## config.mk

```make
export PLATFORM = sky130hd
export DESIGN_NAME = point_extractor
export DESIGN_NICKNAME = d
export VERILOG_FILES = /design/src/rtl/point_extractor.sv
export SDC_FILE = /design/constraint.sdc
export NUM_CORES = 1
export LEC_CHECK = 0
export BUFFER_PORTS_ARGS = -buffer_cell sky130_fd_sc_hd__buf_4
export CORE_MARGIN = 4
export CORE_UTILIZATION = 25
export CTS_BUF_LIST = sky130_fd_sc_hd__clkbuf_8
export CTS_CLUSTER_SIZE = 16
export DETAILED_ROUTE_END_ITERATION = 10
export PLACE_DENSITY_LB_ADDON = 0.08
export SYNTH_ARGS = -nofsm -noshare
export SYNTH_HDL_FRONTEND = slang
export SYNTH_SLANG_ARGS = --single-unit
```

## constraint.sdc

```tcl
create_clock -name clk_in -period 4.8 [get_ports clk_in]
set_clock_uncertainty 0.05 [all_clocks]
set_input_delay 0.96 -clock clk_in [delete_from_list [all_inputs] [get_ports clk_in]]
set_output_delay 0.96 -clock clk_in [all_outputs]
set_load 0.005 [all_outputs]
```

## src/rtl/point_extractor.sv

```systemverilog
// point_extractor: scans a 1-bit pixel mask stream and recovers the (x,y)
// coordinates of set pixels. Up to N_POINTS coordinates are buffered per
// frame, then drained after the frame-end beat over a valid/ready stream.
// A one-cycle frame_done pulse carries the point count and overflow flag.
//
// Ports:
//   clk_in, rst_in           clock, asynchronous active-low reset
//   hcount_in, vcount_in     coordinates of the current pixel beat
//   data_valid_in            pixel beat qualifier
//   pixel_in                 mask bit (1 = point pixel)
//   x_out, y_out             drained point coordinates
//   point_valid_out          x_out/y_out valid
//   point_ready_in           downstream accepts the point
//   point_last_out           final point of the frame (qualified by valid)
//   frame_done_out           one-cycle pulse after the drain completes
//   count_out                points in the frame (valid with frame_done_out)
//   overflow_out             set pixels were dropped (valid with frame_done_out)
module point_extractor #(
    parameter int unsigned N_POINTS = 8,
    parameter int unsigned H_LAST   = 1279,
    parameter int unsigned V_LAST   = 719
) (
    input  logic                            clk_in,
    input  logic                            rst_in,
    input  logic [10:0]                     hcount_in,
    input  logic [9:0]                      vcount_in,
    input  logic                            data_valid_in,
    input  logic                            pixel_in,
    output logic [10:0]                     x_out,
    output logic [9:0]                      y_out,
    output logic                            point_valid_out,
    input  logic                            point_ready_in,
    output logic                            point_last_out,
    output logic                            frame_done_out,
    output logic [$clog2(N_POINTS+1)-1:0]   count_out,
    output logic                            overflow_out
);

    localparam int unsigned XW = 11;
    localparam int unsigned YW = 10;
    localparam int unsigned CW = $clog2(N_POINTS + 1);
    localparam int unsigned AW = (N_POINTS > 1) ? $clog2(N_POINTS) : 1;

    typedef struct packed {
        logic [XW-1:0] x;
        logic [YW-1:0] y;
    } point_t;

    typedef enum logic [1:0] {
        CAPTURE = 2'd0,
        DRAIN   = 2'd1,
        DONE    = 2'd2
    } state_t;

    state_t          state_q, state_d;
    logic [CW-1:0]   wr_idx_q, wr_idx_d;
    logic [CW-1:0]   rd_idx_q, rd_idx_d;
    logic [CW-1:0]   count_q, count_d;
    logic            overflow_q, overflow_d;
    logic            ovf_pending_q, ovf_pending_d;
    point_t          pt_mem [N_POINTS];

    logic            wr_en;
    logic            set_px;
    logic            frame_end;
    logic            xfer;
    point_t          new_pt;
    point_t          rd_pt;

    logic            valid_d;
    logic            last_d;
    logic            done_d;
    logic [XW-1:0]   x_d;
    logic [YW-1:0]   y_d;
    logic [CW-1:0]   count_out_d;
    logic            overflow_out_d;

    // Beat decode; cycles without data_valid_in are invisible to the block
    always_comb begin
        set_px    = data_valid_in && pixel_in;
        frame_end = data_valid_in && (hcount_in == XW'(H_LAST))
                                  && (vcount_in == YW'(V_LAST));
        xfer      = point_valid_out && point_ready_in;
        new_pt    = '{x: hcount_in, y: vcount_in};
    end

    // Next-state, index bookkeeping and next output values
    always_comb begin
        state_d       = state_q;
        wr_idx_d      = wr_idx_q;
        rd_idx_d      = rd_idx_q;
        count_d       = count_q;
        overflow_d    = overflow_q;
        ovf_pending_d = ovf_pending_q;
        wr_en         = 1'b0;

        unique case (state_q)
            CAPTURE: begin
                if (set_px) begin
                    if (wr_idx_q < CW'(N_POINTS)) begin
                        wr_en    = 1'b1;
                        wr_idx_d = wr_idx_q + CW'(1);
                    end else begin
                        overflow_d = 1'b1;
                    end
                end
                // The frame-end pixel itself is captured before the count latches
                if (frame_end) begin
                    count_d  = wr_idx_d;
                    rd_idx_d = '0;
                    state_d  = (wr_idx_d != '0) ? DRAIN : DONE;
                end
            end
            DRAIN: begin
                // Set pixels here belong to the next frame and cannot be stored
                if (set_px) begin
                    ovf_pending_d = 1'b1;
                end
                if (xfer) begin
                    rd_idx_d = rd_idx_q + CW'(1);
                    if (point_last_out) begin
                        state_d = DONE;
                    end
                end
            end
            DONE: begin
                state_d       = CAPTURE;
                wr_idx_d      = '0;
                rd_idx_d      = '0;
                overflow_d    = ovf_pending_q || set_px;
                ovf_pending_d = 1'b0;
            end
            default: begin
                state_d = CAPTURE;
            end
        endcase

        // Forward the point being written when the drain starts on that same edge
        rd_pt = pt_mem[AW'(rd_idx_d)];
        if (wr_en && (wr_idx_q == rd_idx_d)) begin
            rd_pt = new_pt;
        end

        valid_d        = (state_d == DRAIN);
        x_d            = valid_d ? rd_pt.x : '0;
        y_d            = valid_d ? rd_pt.y : '0;
        last_d         = valid_d && (rd_idx_d == (count_d - CW'(1)));
        done_d         = (state_d == DONE);
        count_out_d    = done_d ? count_d : '0;
        overflow_out_d = done_d && overflow_d;
    end

    // State and bookkeeping registers
    always_ff @(posedge clk_in or negedge rst_in) begin
        if (!rst_in) begin
            state_q       <= CAPTURE;
            wr_idx_q      <= '0;
            rd_idx_q      <= '0;
            count_q       <= '0;
            overflow_q    <= 1'b0;
            ovf_pending_q <= 1'b0;
        end else begin
            state_q       <= state_d;
            wr_idx_q      <= wr_idx_d;
            rd_idx_q      <= rd_idx_d;
            count_q       <= count_d;
            overflow_q    <= overflow_d;
            ovf_pending_q <= ovf_pending_d;
        end
    end

    // Point storage; contents only matter below wr_idx, so no reset
    always_ff @(posedge clk_in) begin
        if (wr_en) begin
            pt_mem[AW'(wr_idx_q)] <= new_pt;
        end
    end

    // Registered outputs
    always_ff @(posedge clk_in or negedge rst_in) begin
        if (!rst_in) begin
            point_valid_out <= 1'b0;
            x_out           <= '0;
            y_out           <= '0;
            point_last_out  <= 1'b0;
            frame_done_out  <= 1'b0;
            count_out       <= '0;
            overflow_out    <= 1'b0;
        end else begin
            point_valid_out <= valid_d;
            x_out           <= x_d;
            y_out           <= y_d;
            point_last_out  <= last_d;
            frame_done_out  <= done_d;
            count_out       <= count_out_d;
            overflow_out    <= overflow_out_d;
        end
    end

endmodule
```

Yosys cells after proc, flatten, opt, wreduce, memory -nomap -nowiden
Memories as Yosys holds them, arrays and structs flattened.
Cells that the tools add are included.
Widths: inputs -> output; s select.
{"block": "op_classes", "eq_ne": 9, "magnitude_cmp": 1, "n_reduce_logical": 13, "n_addsub": 3, "mux": 28}
{"operator": "$mux 4", "count": 8}
{"operator": "$mux 21", "count": 1}
{"operator": "$pmux 4 s3", "count": 1}
{"operator": "$eq 11x11->1 const B", "count": 1}
{"operator": "$mux 11", "count": 1}
{"operator": "$eq 10x10->1 const B", "count": 1}
{"operator": "$mux 10", "count": 1}
{"operator": "$add 4x1->4 const B", "count": 2}
{"operator": "$eq 4x4->1", "count": 2}
{"operator": "$mux 1", "count": 8}
{"operator": "$mux 2", "count": 4}
{"operator": "$pmux 4 s2", "count": 1}
{"operator": "$logic_and 1x1->1", "count": 7}
{"operator": "$eq 2x1->1 const B", "count": 2}
{"operator": "$eq 2x2->1 const B", "count": 2}
{"operator": "$lt 4x4->1 const B", "count": 1}
{"operator": "$pmux 1 s2", "count": 2}
{"operator": "$pmux 2 s2", "count": 1}
{"operator": "$reduce_bool 2->1", "count": 2}
{"operator": "$reduce_bool 4->1", "count": 1}
{"operator": "$sub 4x1->4 const B", "count": 1}
{"operator": "$logic_not 2->1", "count": 1}
{"operator": "$ne 2x2->1 const B", "count": 1}
{"operator": "$reduce_and 2->1", "count": 1}
{"operator": "$logic_or 1x1->1", "count": 1}
{"block": "totals", "mem_count": 1, "ff_bits": 45, "in_bits": 26, "output_inout_bits": 29, "ram_bits": 168}
{"memory": "pt_mem", "words": 8, "width": 21, "rd": 1, "rd_clocked_by_memory_dff": 0, "wr": 1, "line_no": "61", "text": "point_t pt_mem [N_POINTS];"}

Longest topological paths before layout
Gate-level depths: netlist of run 1.
{"block": "logic_depth", "depth_word": 10, "depth_mapped": 11, "ltp_nobuf": 10}

Worst setup path before layout of run 1
OpenSTA, ideal clock, no wires.
{"block": "synth_timing", "kind": "input to register", "start": "input data_valid_in", "end": "memory pt_mem[1][0] in the netlist's numbering, enable pin", "setup_ns": 0.425, "cell_stages": 4, "required_time_ns": 4.325, "path_buffers": 1, "slack_ns": 1.419, "t_arrival_ns": 2.906, "path_cell_list": "and3b_1 -> buf_2 -> nand3_1 -> nor3_1"}
{"block": "synth_between", "elab_chain_len": 5}
{"element": "start: declaration", "line_no": "27", "text": "input logic data_valid_in,"}
{"element": "$logic_and 1x1->1", "line_no": "80", "text": "set_px = data_valid_in && pixel_in;"}
{"element": "$mux 1", "line_no": "99", "text": "if (set_px) begin"}
{"element": "$mux 1", "line_no": "97", "text": "unique case (state_q)"}
{"element": "$mux 1", "line_no": "174", "text": "if (wr_en) begin"}
{"element": "$mux 1 (not written as such)", "line_no": "175", "text": "pt_mem[AW'(wr_idx_q)] <= new_pt;"}
{"element": "end: declaration", "line_no": "61"}
No other way between the ends.

Final worst setup path of run 1
{"block": "layout_timing", "start": "register state_q[1]", "end": "register y_out[4]"}
{"block": "layout_between", "elab_chain_len": 6}
{"element": "start: declaration", "line_no": "55", "text": "state_t state_q, state_d;"}
{"element": "start signal: assignment", "line_no": "163", "text": "state_q <= state_d;"}
{"element": "$eq 2x2->1, or another cell as far along", "line_no": "97"}
{"element": "$pmux 4 s3 *", "line_no": "97"}
{"element": "named net rd_idx_d[1]", "line_no": "57", "text": "logic [CW-1:0] rd_idx_q, rd_idx_d;"}
{"element": "branches (longest 2 deep; another with $mem_v2 8x21)"}
{"element": "$mux 21 *", "line_no": "140", "text": "if (wr_en && (wr_idx_q == rd_idx_d)) begin"}
{"element": "$mux 10 *", "line_no": "146", "text": "y_d = valid_d ? rd_pt.y : '0;"}
{"element": "named net y_d[4]", "line_no": "74", "text": "logic [YW-1:0] y_d;"}
{"element": "end signal: assignment", "line_no": "192", "text": "y_out <= y_d;"}
{"element": "end: declaration", "line_no": "30", "text": "output logic [9:0] y_out,"}
Mark *: on every way through the listed nets, which the timed path passes.
A chain may end at the register's enable or synchronous reset.

==> report_table.html, run 1 <==
<table>
<tr><th>Metric</th><th>Value</th></tr>
<tr><th colspan="2">Yosys</th></tr>
<tr><td>Share of the yosys chip area belonging to registers</td><td>about 72%</td></tr>
<tr><td>Post-synthesis sequential element count</td><td>roughly 210</td></tr>
<tr><td>Yosys Warn Count</td><td>0</td></tr>
<tr><td>Post-synthesis instance area</td><td>8630 um2</td></tr>
<tr><td>Post-synth EDFFs</td><td>approximately 170</td></tr>
<tr><td>Synthesized instance count</td><td>roughly 550</td></tr>
<tr><td>Syn Area/Cell</td><td>roughly 16 um2</td></tr>
<tr><td>Flip-flop cell with the highest count after synthesis</td><td>edfxtp_1</td></tr>
<tr><td>Post-synth ARST share</td><td>between 20% and 30%</td></tr>
<tr><td>Post-synth cell types</td><td>48</td></tr>
<tr><td>Post-Synthesis Net Count</td><td>between 500 and 600</td></tr>
<tr><th colspan="2">Power</th></tr>
<tr><td>Leak Pwr</td><td>around 4.4 nW</td></tr>
<tr><td>Peak supply drop</td><td>around 0.14 mV</td></tr>
<tr><td>Combinational share of power</td><td>~6.7%</td></tr>
<tr><td>Power density over the cells</td><td>396 nW/um2</td></tr>
<tr><td>Portion of total power attributed to sequential cells</td><td>between 50 and 60%</td></tr>
<tr><td>Int Power</td><td>~3.1 mW</td></tr>
<tr><td>Clk pwr share</td><td>between 40% and 50%</td></tr>
<tr><td>Sw Ratio</td><td>between 20% and 30%</td></tr>
<tr><td>Psw</td><td>987 uW</td></tr>
<tr><th colspan="2">Clocking</th></tr>
<tr><td>Total of hold buffers inserted after clock tree synthesis</td><td>0</td></tr>
<tr><td>Root buffer cell</td><td>clkbuf_8</td></tr>
<tr><td>Latest clock arrival within the worst-skew pair</td><td>about 530 ps</td></tr>
<tr><td>Sinks on Clock Net</td><td>between 200 and 250</td></tr>
<tr><td>Count of cells resized by post-cts repair</td><td>0</td></tr>
<tr><td>Clock transition at the registers of the reported paths</td><td>approximately 50 ps</td></tr>
<tr><td>Buffers inserted during post-CTS setup optimization</td><td>0</td></tr>
<tr><td>CTS Buf Count</td><td>41</td></tr>
<tr><td>CTS tree</td><td>yes</td></tr>
<tr><td>H-tree depth</td><td>2</td></tr>
<tr><td>Buffer depth of the longest clock path</td><td>3</td></tr>
<tr><th colspan="2">Setup path</th></tr>
<tr><td>Critical path data arrival time</td><td>between 3000 and 4000 ps</td></tr>
<tr><td>Startpoint type of the worst setup path</td><td>register</td></tr>
<tr><td>Worst path top cell family by delay</td><td>simple AND/OR/NAND/NOR gates</td></tr>
<tr><td>Worst Path Max Fanout</td><td>21</td></tr>
<tr><td>Category of the critical setup timing path</td><td>reg2reg</td></tr>
<tr><td>Slowest Stage Delay on Critical Path</td><td>approximately 760 ps</td></tr>
<tr><td>CP required</td><td>a little over 5000 ps</td></tr>
<tr><td>Endpoint type of the worst setup path</td><td>register</td></tr>
<tr><td>Buffers plus inverters on the worst setup path</td><td>0</td></tr>
<tr><td>Critical Path Slowest Stage Cell</td><td>and2_2</td></tr>
<tr><td>Cell-by-cell trace of the critical path</td><td>nor2_1 -&gt; nand2_1 -&gt; o211ai_2 -&gt; and2_2 -&gt; a22oi_1 -&gt; and4b_1</td></tr>
<tr><th colspan="2">Detailed routing</th></tr>
<tr><td>Number of vias after detailed routing</td><td>just under 5000</td></tr>
<tr><td>Post-DRT Antenna Nets</td><td>0</td></tr>
<tr><td>Iter 0 DRT Violations</td><td>approximately 240</td></tr>
<tr><td>Final routed wirelength across all metal layers</td><td>~23000 um</td></tr>
<tr><td>Initial DRT Pass Iterations</td><td>6</td></tr>
<tr><td>Detail-routed net length per standard cell</td><td>21.1 um</td></tr>
<tr><td>Via-per-instance ratio</td><td>between 4 and 5</td></tr>
<tr><td>DRC Markers</td><td>0</td></tr>
<tr><th colspan="2">GRT</th></tr>
<tr><td>Initial antenna violation count</td><td>0</td></tr>
<tr><td>Wire length of the first global-routing pass</td><td>about 34000 um</td></tr>
<tr><td>Overall fraction of global-route tracks in use</td><td>12.1%</td></tr>
<tr><td>Vias in the first global route</td><td>roughly 5300</td></tr>
<tr><td>Remaining Overflow, GRT</td><td>0</td></tr>
<tr><td>Maximum number of pins on one net before global-route repair</td><td>87</td></tr>
<tr><th colspan="2">Timing</th></tr>
<tr><td>Slew at the pin closest to its max-slew limit</td><td>roughly 800 ps</td></tr>
<tr><td>Highest clock frequency the design can meet</td><td>a little over 300 MHz</td></tr>
<tr><td>Final critical delay including setup and external delays</td><td>between 3000 and 4000 ps</td></tr>
<tr><td>Hold WS</td><td>439 ps</td></tr>
<tr><td>RSZ-0062 raised after global routing</td><td>false</td></tr>
<tr><td>Setup TNS</td><td>0 ps</td></tr>
<tr><td>Number of endpoints failing setup at the final stage</td><td>0</td></tr>
<tr><td>Final Max Slew Viols</td><td>0</td></tr>
<tr><td>Hold violation total from the final report</td><td>0</td></tr>
<tr><td>Final period util</td><td>roughly two thirds</td></tr>
<tr><td>Max-slew headroom at the worst pin</td><td>46.3%</td></tr>
<tr><th colspan="2">Floorplanning</th></tr>
<tr><td>Placeable Area</td><td>between 30000 and 40000 um2</td></tr>
<tr><td>Horizontal die dimension</td><td>between 150 and 200 um</td></tr>
<tr><td>Rows</td><td>67</td></tr>
<tr><td>Top-Level Pins</td><td>between 50 and 60</td></tr>
<tr><td>Die boundary height</td><td>194 um</td></tr>
<tr><td>Die area</td><td>37500 um2</td></tr>
<tr><td>Initial standard-cell utilization of the core</td><td>between 20% and 30%</td></tr>
<tr><th colspan="2">Cells and area</th></tr>
<tr><td>ANT cells</td><td>0</td></tr>
<tr><td>Final Net Count</td><td>~660</td></tr>
<tr><td>Commonest cells after routing, fill and taps aside</td><td>edfxtp_1, mux2i_1, buf_4</td></tr>
<tr><td>Most common library cell in the layout ignoring fill and taps</td><td>edfxtp_1</td></tr>
<tr><td>Area Overhead vs Synth</td><td>20.5%</td></tr>
<tr><td>Layout cell share with drive strength beyond 1</td><td>22.6%</td></tr>
<tr><td>Final-layout fill cell count</td><td>3364</td></tr>
<tr><th colspan="2">Place</th></tr>
<tr><td>HPWL after detailed placement</td><td>between 10000 and 15000 um</td></tr>
<tr><td>Weighted congestion reported at the end of routability-driven placement</td><td>slightly above 0.7</td></tr>
<tr><td>Port bufs</td><td>54</td></tr>
<tr><th colspan="2">Job</th></tr>
<tr><td>Max-Cap Viols</td><td>0</td></tr>
<tr><th colspan="2">Outcome</th></tr>
<tr><td>Status</td><td>finished clean</td></tr>
<tr><th colspan="2">Worst hold path</th></tr>
<tr><td>Hold Crit Class</td><td>in2async</td></tr>
</table>
-- cells by family after synthesis --
logic type	share of synthesized area [%]
flip-flops	71.5
AND/OR/NAND/NOR	7.16
multiplexers	10.8
AO/OA/AOI/OAI	6.86
buffers and inverters	2.10
XOR/XNOR	1.10
adder cells (fa/ha/maj)	0.435
-- area by class of cell --
type	count	area [um2]	area share, %
Multi-Input combinational cell	294	2310	22.2
Timing Repair Buffer	71	546	5.25
Inverter	7	26.3	0.253
Clock inverter	26	133	1.28
Clock buffer	47	647	6.22
Sequential cell	213	6170	59.4
Tap cell	448	561	5.39
-- cells in the mapped netlist, types with 3 or more instances --
library cell / count / area, um2
nand2_1: 33 / 124
and2_1: 3 / 18.8
xnor2_1: 6 / 52.6
nand3_1: 5 / 25.0
o21ai_0: 6 / 30.0
mux2_2: 3 / 33.8
mux2i_1: 86 / 861
buf_2: 13 / 65.1
nor2_1: 18 / 67.6
a22oi_1: 43 / 323
nor3_1: 5 / 25.0
xor2_1: 3 / 26.3
and4b_1: 5 / 50.1
a21oi_1: 24 / 120
ha_1: 3 / 37.5
clkbuf_1: 12 / 45.0
dfrtp_1: 45 / 1130
nand4_1: 4 / 25.0
nor2b_1: 4 / 25.0
buf_4: 4 / 30.0
nand2b_1: 8 / 50.1
inv_1: 7 / 26.3
o211ai_1: 4 / 30.0
edfxtp_1: 168 / 5040
nand4b_1: 5 / 43.8
-- metrics by stage --
stage               instance area [um2]  setup WS, ps  power (mW)  util [%]  std cells
floorplan                          8630          1420        2.33         -        545
detailed placement                 9610          1140        2.48      28.5       1033
global route                      10400          1280        4.32      30.8       1106
CTS                               10400          1460        4.20      30.8       1106
finish                            10400          1530        4.11      30.8       1106
global placement                   9610          1220        2.47      28.5       1033
-- sequential cells by signal, indices dropped and copies added (netlist names) --
register	cells
overflow_out	1
count_out	4
x_out	11
point_valid_out	1
point_last_out	1
state_q	2
ovf_pending_q	1
wr_idx_q	4
overflow_q	1
y_out	10
frame_done_out	1
rd_idx_q	4
pt_mem	168
count_q	4
-- final timing paths --
kind | depth (start not counted) | start | slack (ps) | to
worst max register to register | 6 | state_q[1]$_DFF_PN0_ | 1530 | y_out[4]$_DFF_PN0_
max in group asynchronous | 1 | rst_in | 3770 | x_out[9]$_DFF_PN0_
worst min register to register | 1 | overflow_q$_DFF_PN0_ | 450 | overflow_q$_DFF_PN0_
worst min-delay path | 1 | rst_in | 440 | count_out[1]$_DFF_PN0_
worst max-delay path | 6 | state_q[1]$_DFF_PN0_ | 1530 | y_out[4]$_DFF_PN0_
min in group clk_in | 1 | overflow_q$_DFF_PN0_ | 450 | overflow_q$_DFF_PN0_
-- routing by layer --
metal,track usage [%],wire [um],vias up
met3,2.85,1140,46
met1,15.6,10300,2508
met4,3.88,584,0
li1,-,-,2269
met2,20.1,11200,115
met5,0,0,-
-- power by group through the flow --
stage	sequential, mW	combinational [mW]	clock (mW)
floorplan	2.15	0.180	0
global placement	2.19	0.278	0
detailed placement	2.20	0.285	0
CTS	2.16	0.286	1.75
global route	2.17	0.308	1.84
finish	2.16	0.277	1.67
Power figures use the tool's default switching activity.
==> run 2, diff against run 1 <==
==> constraint.sdc (replaced) <==
create_clock -name clk_in -period 3.3 [get_ports clk_in]
set_clock_uncertainty 0.05 [all_clocks]
set_input_delay 0.66 -clock clk_in [delete_from_list [all_inputs] [get_ports clk_in]]
set_output_delay 0.66 -clock clk_in [all_outputs]
set_load 0.005 [all_outputs]
==> run 2 against run 1 <==
Against the previous run: via count increased by 2.6%; cell count increased by 2.0%; die area unchanged; combinational power increased by 49%; non-clock buffer count increased by 20; final area increased by 2.6%; clock-buffer cell count increased by 3; first-iteration DRC count increased by 8.9%; worst setup slack got worse by 1000 ps; sequential share of layout area decreased by 1.5 points; clock power increased by 55%; critical path depth increased by 1; largest power group unchanged.
==> report_table.html, run 2 (synthesized netlist as in run 1, its figures left out) <==
<table>
<tr><th>Metric</th><th>Value</th></tr>
<tr><th colspan="2">GRT</th></tr>
<tr><td>Maximum number of pins on one net before global-route repair</td><td>64</td></tr>
<tr><td>Vias in the first global route</td><td>around 5300</td></tr>
<tr><td>Overall fraction of global-route tracks in use</td><td>between 10% and 20%</td></tr>
<tr><td>Remaining Overflow, GRT</td><td>0</td></tr>
<tr><td>Initial antenna violation count</td><td>0</td></tr>
<tr><td>Wire length of the first global-routing pass</td><td>roughly 35000 um</td></tr>
<tr><th colspan="2">Clocking</th></tr>
<tr><td>Latest clock arrival within the worst-skew pair</td><td>between 500 and 600 ps</td></tr>
<tr><td>Clock transition at the registers of the reported paths</td><td>approximately 60 ps</td></tr>
<tr><td>Total of hold buffers inserted after clock tree synthesis</td><td>0</td></tr>
<tr><td>Root buffer cell</td><td>clkbuf_8</td></tr>
<tr><td>H-tree depth</td><td>2</td></tr>
<tr><td>Count of cells resized by post-cts repair</td><td>0</td></tr>
<tr><td>Sinks on Clock Net</td><td>213</td></tr>
<tr><td>CTS Buf Count</td><td>41</td></tr>
<tr><td>Buffers inserted during post-CTS setup optimization</td><td>0</td></tr>
<tr><td>CTS tree</td><td>yes</td></tr>
<tr><td>Buffer depth of the longest clock path</td><td>3</td></tr>
<tr><th colspan="2">Timing</th></tr>
<tr><td>Highest clock frequency the design can meet</td><td>356 MHz</td></tr>
<tr><td>Final critical delay including setup and external delays</td><td>between 2000 and 3000 ps</td></tr>
<tr><td>Number of endpoints failing setup at the final stage</td><td>0</td></tr>
<tr><td>Final period util</td><td>85.0%</td></tr>
<tr><td>Setup TNS</td><td>0 ps</td></tr>
<tr><td>Final Max Slew Viols</td><td>0</td></tr>
<tr><td>Slew at the pin closest to its max-slew limit</td><td>between 900 and 1000 ps</td></tr>
<tr><td>RSZ-0062 raised after global routing</td><td>false</td></tr>
<tr><td>Max-slew headroom at the worst pin</td><td>between 30% and 40%</td></tr>
<tr><td>Hold violation total from the final report</td><td>0</td></tr>
<tr><th colspan="2">Floorplanning</th></tr>
<tr><td>Initial standard-cell utilization of the core</td><td>25.5%</td></tr>
<tr><td>Die area</td><td>between 30000 and 40000 um2</td></tr>
<tr><td>Top-Level Pins</td><td>between 50 and 60</td></tr>
<tr><td>Horizontal die dimension</td><td>~190 um</td></tr>
<tr><td>Rows</td><td>67</td></tr>
<tr><td>Placeable Area</td><td>between 30000 and 40000 um2</td></tr>
<tr><td>Die boundary height</td><td>slightly below 200 um</td></tr>
<tr><th colspan="2">Place</th></tr>
<tr><td>Weighted congestion reported at the end of routability-driven placement</td><td>between 0.7 and 0.8</td></tr>
<tr><td>HPWL after detailed placement</td><td>around 14000 um</td></tr>
<tr><td>Port bufs</td><td>54</td></tr>
<tr><th colspan="2">Detailed routing</th></tr>
<tr><td>Final routed wirelength across all metal layers</td><td>23800 um</td></tr>
<tr><td>Number of vias after detailed routing</td><td>approximately 5100</td></tr>
<tr><td>Via-per-instance ratio</td><td>approximately 4.5</td></tr>
<tr><td>Initial DRT Pass Iterations</td><td>4</td></tr>
<tr><td>Detail-routed net length per standard cell</td><td>21.1 um</td></tr>
<tr><td>Post-DRT Antenna Nets</td><td>0</td></tr>
<tr><td>Iter 0 DRT Violations</td><td>256</td></tr>
<tr><td>DRC Markers</td><td>0</td></tr>
<tr><th colspan="2">Setup path</th></tr>
<tr><td>Category of the critical setup timing path</td><td>reg2reg</td></tr>
<tr><td>Worst Path Max Fanout</td><td>12</td></tr>
<tr><td>CP required</td><td>between 3000 and 4000 ps</td></tr>
<tr><td>Depth of the worst register-to-register path</td><td>7</td></tr>
<tr><td>Startpoint type of the worst setup path</td><td>register</td></tr>
<tr><td>Endpoint type of the worst setup path</td><td>register</td></tr>
<tr><td>Critical path data arrival time</td><td>roughly 3200 ps</td></tr>
<tr><th colspan="2">Outcome</th></tr>
<tr><td>Status</td><td>finished clean</td></tr>
<tr><th colspan="2">Cells and area</th></tr>
<tr><td>Largest registers</td><td>pt_mem x168, x_out x11, y_out x10</td></tr>
<tr><td>Number of flip-flops in the largest register</td><td>between 150 and 200</td></tr>
<tr><td>ANT cells</td><td>0</td></tr>
<tr><td>Commonest cells after routing, fill and taps aside</td><td>edfxtp_1, mux2i_1, buf_4</td></tr>
<tr><td>Most common library cell in the layout ignoring fill and taps</td><td>edfxtp_1</td></tr>
<tr><td>Layout cell share with drive strength beyond 1</td><td>about a quarter</td></tr>
<tr><td>Area Overhead vs Synth</td><td>23.6%</td></tr>
<tr><td>Final Net Count</td><td>677</td></tr>
<tr><td>Register name with the most flops</td><td>pt_mem</td></tr>
<tr><th colspan="2">Power</th></tr>
<tr><td>Overall power consumption</td><td>slightly above 6 mW</td></tr>
<tr><td>Leak Pwr</td><td>around 4.5 nW</td></tr>
<tr><td>Power density over the cells</td><td>577 nW/um2</td></tr>
<tr><td>Peak supply drop</td><td>about 0.21 mV</td></tr>
<tr><th colspan="2">Job</th></tr>
<tr><td>Max-Cap Viols</td><td>0</td></tr>
<tr><th colspan="2">Worst hold path</th></tr>
<tr><td>Hold Crit Class</td><td>in2async</td></tr>
</table>
[run 2: changes by cell type in the layout (fill, tap and decap cells not counted)]
| cell | before | now |
|---|---|---|
| nand2b_2 | 1 | 0 |
| clkinv_2 | 1 | 11 |
| clkinvlp_4 | 2 | 1 |
| nand2b_1 | 7 | 8 |
| buf_12 | 1 | 6 |
| and2_2 | 1 | 0 |
| and2_1 | 2 | 3 |
| clkinv_8 | 0 | 1 |
| buf_4 | 70 | 85 |
| clkinv_1 | 5 | 1 |
| inv_1 | 24 | 17 |
| clkbuf_8 | 47 | 50 |
[run 2: per-layer routing]
| layer | vias up | share of wire (%) | GRT usage (%) |
|---|---|---|---|
| met5 | - | 0 | 0 |
| met4 | 0 | 1.7 | 3.49 |
| met3 | 33 | 5.0 | 2.83 |
| met2 | 122 | 48 | 20.1 |
| met1 | 2594 | 45 | 16.8 |
| li1 | 2315 | - | - |
[run 2: per-stage QoR]
step                utilization, %  setup WS [ps]  cell area [um2]  hold WS [ps]  instances
floorplan                        -            219             8630           314        545
global placement              29.1           97.5             9820           442       1053
detailed placement            29.1           49.7             9820           443       1053
CTS                           31.6            490            10700           134       1128
global route                  31.6            367            10700           158       1128
finish                        31.6            493            10700           120       1128
[run 2: power breakdown]
part / leakage, nW / internal, mW / total, mW / switching [mW]
combinational: 1.93 / 0.147 / 0.414 / 0.267
sequential: 2.11 / 3.04 / 3.14 / 0.100
clock: 0.479 / 1.46 / 2.59 / 1.13
total: 4.51 / 4.65 / 6.15 / 1.50
[run 2: final timing paths]
| kind | endpoint | slack [ps] | start |
|---|---|---|---|
| max in group asynchronous | x_out[9]$_DFF_PN0_ | 2570 | rst_in |
| worst min register to register | overflow_q$_DFF_PN0_ | 450 | overflow_q$_DFF_PN0_ |
| worst max-delay path | y_out[5]$_DFF_PN0_ | 490 | state_q[1]$_DFF_PN0_ |
| min in group clk_in | pt_mem[0][9]$_DFFE_PP_ | 290 | vcount_in[9] |
| worst max register to register | y_out[5]$_DFF_PN0_ | 490 | state_q[1]$_DFF_PN0_ |
| worst min-delay path | count_out[0]$_DFF_PN0_ | 120 | rst_in |
[run 2: cell type report]
class	instances	area (um2)
Fill cell	3340	23100
Clock buffer	50	688
Tap cell	448	561
Multi-Input combinational cell	294	2310
Timing Repair Buffer	91	758
Inverter	7	26.3
Clock inverter	25	150
Sequential cell	213	6170
[run 2: critical path: stages, from the launching register on]
cell and delay, ps:
dfrtp_1 500, nand3b_1 230, mux2_2 370, o211ai_2 140, nor2b_2 830, buf_4 290
a22oi_1 70, and4b_1 200
==> run 3, diff against run 2 <==
--- a/config.mk
+++ b/config.mk
@@ -5,7 +5,9 @@
 export SDC_FILE = /design/constraint.sdc
 export NUM_CORES = 1
 export LEC_CHECK = 0
+export ABC_AREA = 1
 export BUFFER_PORTS_ARGS = -buffer_cell sky130_fd_sc_hd__buf_4
+export CAP_MARGIN = 20
 export CORE_MARGIN = 4
 export CORE_UTILIZATION = 25
 export CTS_BUF_LIST = sky130_fd_sc_hd__clkbuf_8
==> run 3 against run 2 <==
Against the previous run: global-route usage up 1.4 points; cell count grew 23%; final area rose by 0.96%.
==> report_table.html, run 3 <==
<table>
<tr><th>Metric</th><th>Value</th></tr>
<tr><th colspan="2">Yosys</th></tr>
<tr><td>Post-synthesis instance area</td><td>8970 um2</td></tr>
<tr><td>Post-synth EDFFs</td><td>168</td></tr>
<tr><td>Post-Synthesis Net Count</td><td>834</td></tr>
<tr><td>Post-synthesis sequential element count</td><td>~210</td></tr>
<tr><td>Post-synth ARST share</td><td>around a fifth</td></tr>
<tr><td>Post-synth top area share</td><td>56.2%</td></tr>
<tr><td>Flip-flop cell with the highest count after synthesis</td><td>edfxtp_1</td></tr>
<tr><td>Yosys Warn Count</td><td>0</td></tr>
<tr><td>Most frequent cells after synthesis</td><td>nand3_1, nand2_1, edfxtp_1</td></tr>
<tr><td>Synthesized instance count</td><td>805</td></tr>
<tr><td>Post-synth cell types</td><td>34</td></tr>
<tr><td>Main area contributors after synthesis</td><td>edfxtp_1, nand3_1, dfrtp_1, nand2_1, inv_1</td></tr>
<tr><td>Cell type contributing the most total cell area after synthesis</td><td>edfxtp_1</td></tr>
<tr><td>Count leader, synth</td><td>nand3_1</td></tr>
<tr><td>Syn Area/Cell</td><td>roughly 11 um2</td></tr>
<tr><td>Share of the yosys chip area belonging to registers</td><td>68.8%</td></tr>
<tr><th colspan="2">Clocking</th></tr>
<tr><td>Latest clock arrival within the worst-skew pair</td><td>between 500 and 600 ps</td></tr>
<tr><td>Total of hold buffers inserted after clock tree synthesis</td><td>0</td></tr>
<tr><td>H-tree depth</td><td>2</td></tr>
<tr><td>CTS tree</td><td>yes</td></tr>
<tr><td>Sinks on Clock Net</td><td>213</td></tr>
<tr><td>Clock transition at the registers of the reported paths</td><td>~50 ps</td></tr>
<tr><td>Buffer depth of the longest clock path</td><td>3</td></tr>
<tr><td>Root buffer cell</td><td>clkbuf_8</td></tr>
<tr><td>Buffers inserted during post-CTS setup optimization</td><td>0</td></tr>
<tr><td>Count of cells resized by post-cts repair</td><td>0</td></tr>
<tr><td>CTS Buf Count</td><td>42</td></tr>
<tr><th colspan="2">GRT</th></tr>
<tr><td>Overall fraction of global-route tracks in use</td><td>~14%</td></tr>
<tr><td>Remaining Overflow, GRT</td><td>0</td></tr>
<tr><td>Wire length of the first global-routing pass</td><td>40400 um</td></tr>
<tr><td>Maximum number of pins on one net before global-route repair</td><td>between 60 and 70</td></tr>
<tr><td>Vias in the first global route</td><td>~6400</td></tr>
<tr><td>Initial antenna violation count</td><td>0</td></tr>
<tr><th colspan="2">Power</th></tr>
<tr><td>Power density over the cells</td><td>497 nW/um2</td></tr>
<tr><td>Combinational share of power</td><td>around 1.5%</td></tr>
<tr><td>Overall power consumption</td><td>between 5 and 6 mW</td></tr>
<tr><td>Int Power</td><td>4.18 mW</td></tr>
<tr><td>Sw Ratio</td><td>roughly 22%</td></tr>
<tr><td>Peak supply drop</td><td>about 0.18 mV</td></tr>
<tr><td>Portion of total power attributed to sequential cells</td><td>a little over half</td></tr>
<tr><td>Leak Pwr</td><td>between 4 and 5 nW</td></tr>
<tr><td>Psw</td><td>around 1.2 mW</td></tr>
<tr><td>Clk pwr share</td><td>44.3%</td></tr>
<tr><th colspan="2">Detailed routing</th></tr>
<tr><td>Final routed wirelength across all metal layers</td><td>around 27000 um</td></tr>
<tr><td>DRC Markers</td><td>0</td></tr>
<tr><td>Initial DRT Pass Iterations</td><td>5</td></tr>
<tr><td>Post-DRT Antenna Nets</td><td>0</td></tr>
<tr><td>Via-per-instance ratio</td><td>roughly 4.4</td></tr>
<tr><td>Iter 0 DRT Violations</td><td>346</td></tr>
<tr><td>Number of vias after detailed routing</td><td>around 6000</td></tr>
<tr><td>Detail-routed net length per standard cell</td><td>approximately 19 um</td></tr>
<tr><th colspan="2">Setup path</th></tr>
<tr><td>Category of the critical setup timing path</td><td>in2reg</td></tr>
<tr><td>Startpoint type of the worst setup path</td><td>primary input</td></tr>
<tr><td>Endpoint type of the worst setup path</td><td>register</td></tr>
<tr><td>CP required</td><td>around 3700 ps</td></tr>
<tr><td>Worst Path Max Fanout</td><td>9</td></tr>
<tr><td>Critical path data arrival time</td><td>approximately 2800 ps</td></tr>
<tr><td>Depth of the worst register-to-register path</td><td>11</td></tr>
<tr><th colspan="2">Outcome</th></tr>
<tr><td>Status</td><td>finished clean</td></tr>
<tr><th colspan="2">Job</th></tr>
<tr><td>Max-Cap Viols</td><td>0</td></tr>
<tr><th colspan="2">Timing</th></tr>
<tr><td>Max-slew headroom at the worst pin</td><td>a little over half</td></tr>
<tr><td>Setup TNS</td><td>0 ps</td></tr>
<tr><td>Number of endpoints failing setup at the final stage</td><td>0</td></tr>
<tr><td>Hold WS</td><td>131 ps</td></tr>
<tr><td>Hold violation total from the final report</td><td>0</td></tr>
<tr><td>Final period util</td><td>between 70% and 80%</td></tr>
<tr><td>RSZ-0062 raised after global routing</td><td>false</td></tr>
<tr><td>Final worst-path setup slack</td><td>890 ps</td></tr>
<tr><td>Final critical delay including setup and external delays</td><td>between 2000 and 2500 ps</td></tr>
<tr><td>Final Max Slew Viols</td><td>0</td></tr>
<tr><td>Highest clock frequency the design can meet</td><td>~410 MHz</td></tr>
<tr><td>Slew at the pin closest to its max-slew limit</td><td>709 ps</td></tr>
<tr><th colspan="2">Place</th></tr>
<tr><td>Weighted congestion reported at the end of routability-driven placement</td><td>0.739</td></tr>
<tr><td>Port bufs</td><td>54</td></tr>
<tr><td>HPWL after detailed placement</td><td>~15000 um</td></tr>
<tr><td>Worst setup slack before clock tree synthesis</td><td>between 300 and 400 ps</td></tr>
<tr><th colspan="2">Cells and area</th></tr>
<tr><td>Most common library cell in the layout ignoring fill and taps</td><td>nand3_1</td></tr>
<tr><td>Register name with the most flops</td><td>pt_mem</td></tr>
<tr><td>Layout cell share with drive strength beyond 1</td><td>between 10% and 20%</td></tr>
<tr><td>Number of flip-flops in the largest register</td><td>168</td></tr>
<tr><td>Commonest cells after routing, fill and taps aside</td><td>nand3_1, nand2_1, edfxtp_1</td></tr>
<tr><td>Utilization of the core after routing</td><td>between 30 and 40%</td></tr>
<tr><td>ANT cells</td><td>0</td></tr>
<tr><td>Largest registers</td><td>pt_mem x168, x_out x11, y_out x10</td></tr>
<tr><td>Area Overhead vs Synth</td><td>20.0%</td></tr>
<tr><td>Final Net Count</td><td>approximately 900</td></tr>
<tr><th colspan="2">Worst hold path</th></tr>
<tr><td>Hold Crit Class</td><td>in2async</td></tr>
<tr><th colspan="2">Floorplanning</th></tr>
<tr><td>Die boundary height</td><td>between 150 and 200 um</td></tr>
<tr><td>Top-Level Pins</td><td>between 50 and 60</td></tr>
<tr><td>Placeable Area</td><td>35500 um2</td></tr>
<tr><td>Die area</td><td>around 39000 um2</td></tr>
<tr><td>Rows</td><td>69</td></tr>
<tr><td>Initial standard-cell utilization of the core</td><td>25.3%</td></tr>
<tr><td>Horizontal die dimension</td><td>just under 200 um</td></tr>
</table>
run 3: cell count changes in the layout (fill, tap and decap cells not counted), sizes merged, moves of 5 or more:
cell,delta
a22oi,-43
clkbuf,-5
o211ai,-5
and4b,-5
inv,+54
mux2i,-87
nand3,+224
nand2,+143
a21oi,-22
nand2b,-8
nor2,+34
nand4b,-5
buf,-9
run 3: power groups by stage:
stage / combinational (mW) / sequential, mW / clock, mW
3_3_place_gp: 0.0855 / 2.95 / 0
4_1_cts: 0.0856 / 2.90 / 2.49
2_1_floorplan: 0.00704 / 2.95 / 0
6_report: 0.0816 / 2.90 / 2.37
3_5_place_dp: 0.0854 / 2.95 / 0
5_1_grt: 0.0925 / 2.90 / 2.62
run 3: cells by family (layout without fill, tap and decap cells):
kind of cell	count (synthesis)	after routing	share of synthesized area, %
xor+xnor	5	5	0.488
compound gates	19	19	1.40
flops	213	213	68.8
fa+ha+maj	3	3	0.419
buf+inv	96	212	5.11
simple gates	469	469	23.8
run 3: layout make-up:
| type | count | area, um2 |
|---|---|---|
| Clock buffer | 45 | 619 |
| Timing Repair Buffer | 82 | 678 |
| Sequential cell | 213 | 6170 |
| Inverter | 54 | 203 |
| Fill cell | 3643 | 24700 |
| Multi-Input combinational cell | 496 | 2390 |
| Clock inverter | 31 | 128 |
| Tap cell | 461 | 577 |
run 3: metal layers:
| layer | GRT usage [%] | wire (um) | vias to the layer above |
|---|---|---|---|
| met5 | 0 | 0 | - |
| met4 | 3.57 | 577 | 0 |
| met3 | 2.51 | 1140 | 45 |
| met2 | 22.5 | 12500 | 125 |
| met1 | 19.0 | 12700 | 3006 |
| li1 | - | - | 2970 |
run 3: final timing paths:
kind / startpoint / endpoint / slack, ps
hold reg to reg: count_q[0]$_DFF_PN0_ / count_q[0]$_DFF_PN0_ / 450
min in group clk_in: hcount_in[7] / pt_mem[1][17]$_DFFE_PP_ / 320
setup reg to reg: rd_idx_q[0]$_DFF_PN0_ / y_out[4]$_DFF_PN0_ / 930
hold / removal: rst_in / y_out[5]$_DFF_PN0_ / 130
max in group asynchronous: rst_in / y_out[7]$_DFF_PN0_ / 2590
setup / recovery: hcount_in[7] / point_last_out$_DFF_PN0_ / 890
run 3: metrics by stage:
stage | instance area [um2] | cells
5_1_grt | 10800 | 1382
3_5_place_dp | 10000 | 1306
3_3_place_gp | 10000 | 1306
6_report | 10800 | 1382
4_1_cts | 10800 | 1382
2_1_floorplan | 8980 | 805
run 3: worst max-delay path, cell delays in order:
cell and delay (ps):
buf_4 130, nand2_1 60, inv_1 150, nand2_1 70, nor2_1 120, nor3b_2 250, nand3_1 280, o21ai_2 260
inv_1 110, ha_1 220, nand3b_1 170, nand2_1 80, nand2_1 40, nand2_1 60, nand3_1 60, nor2_1 100
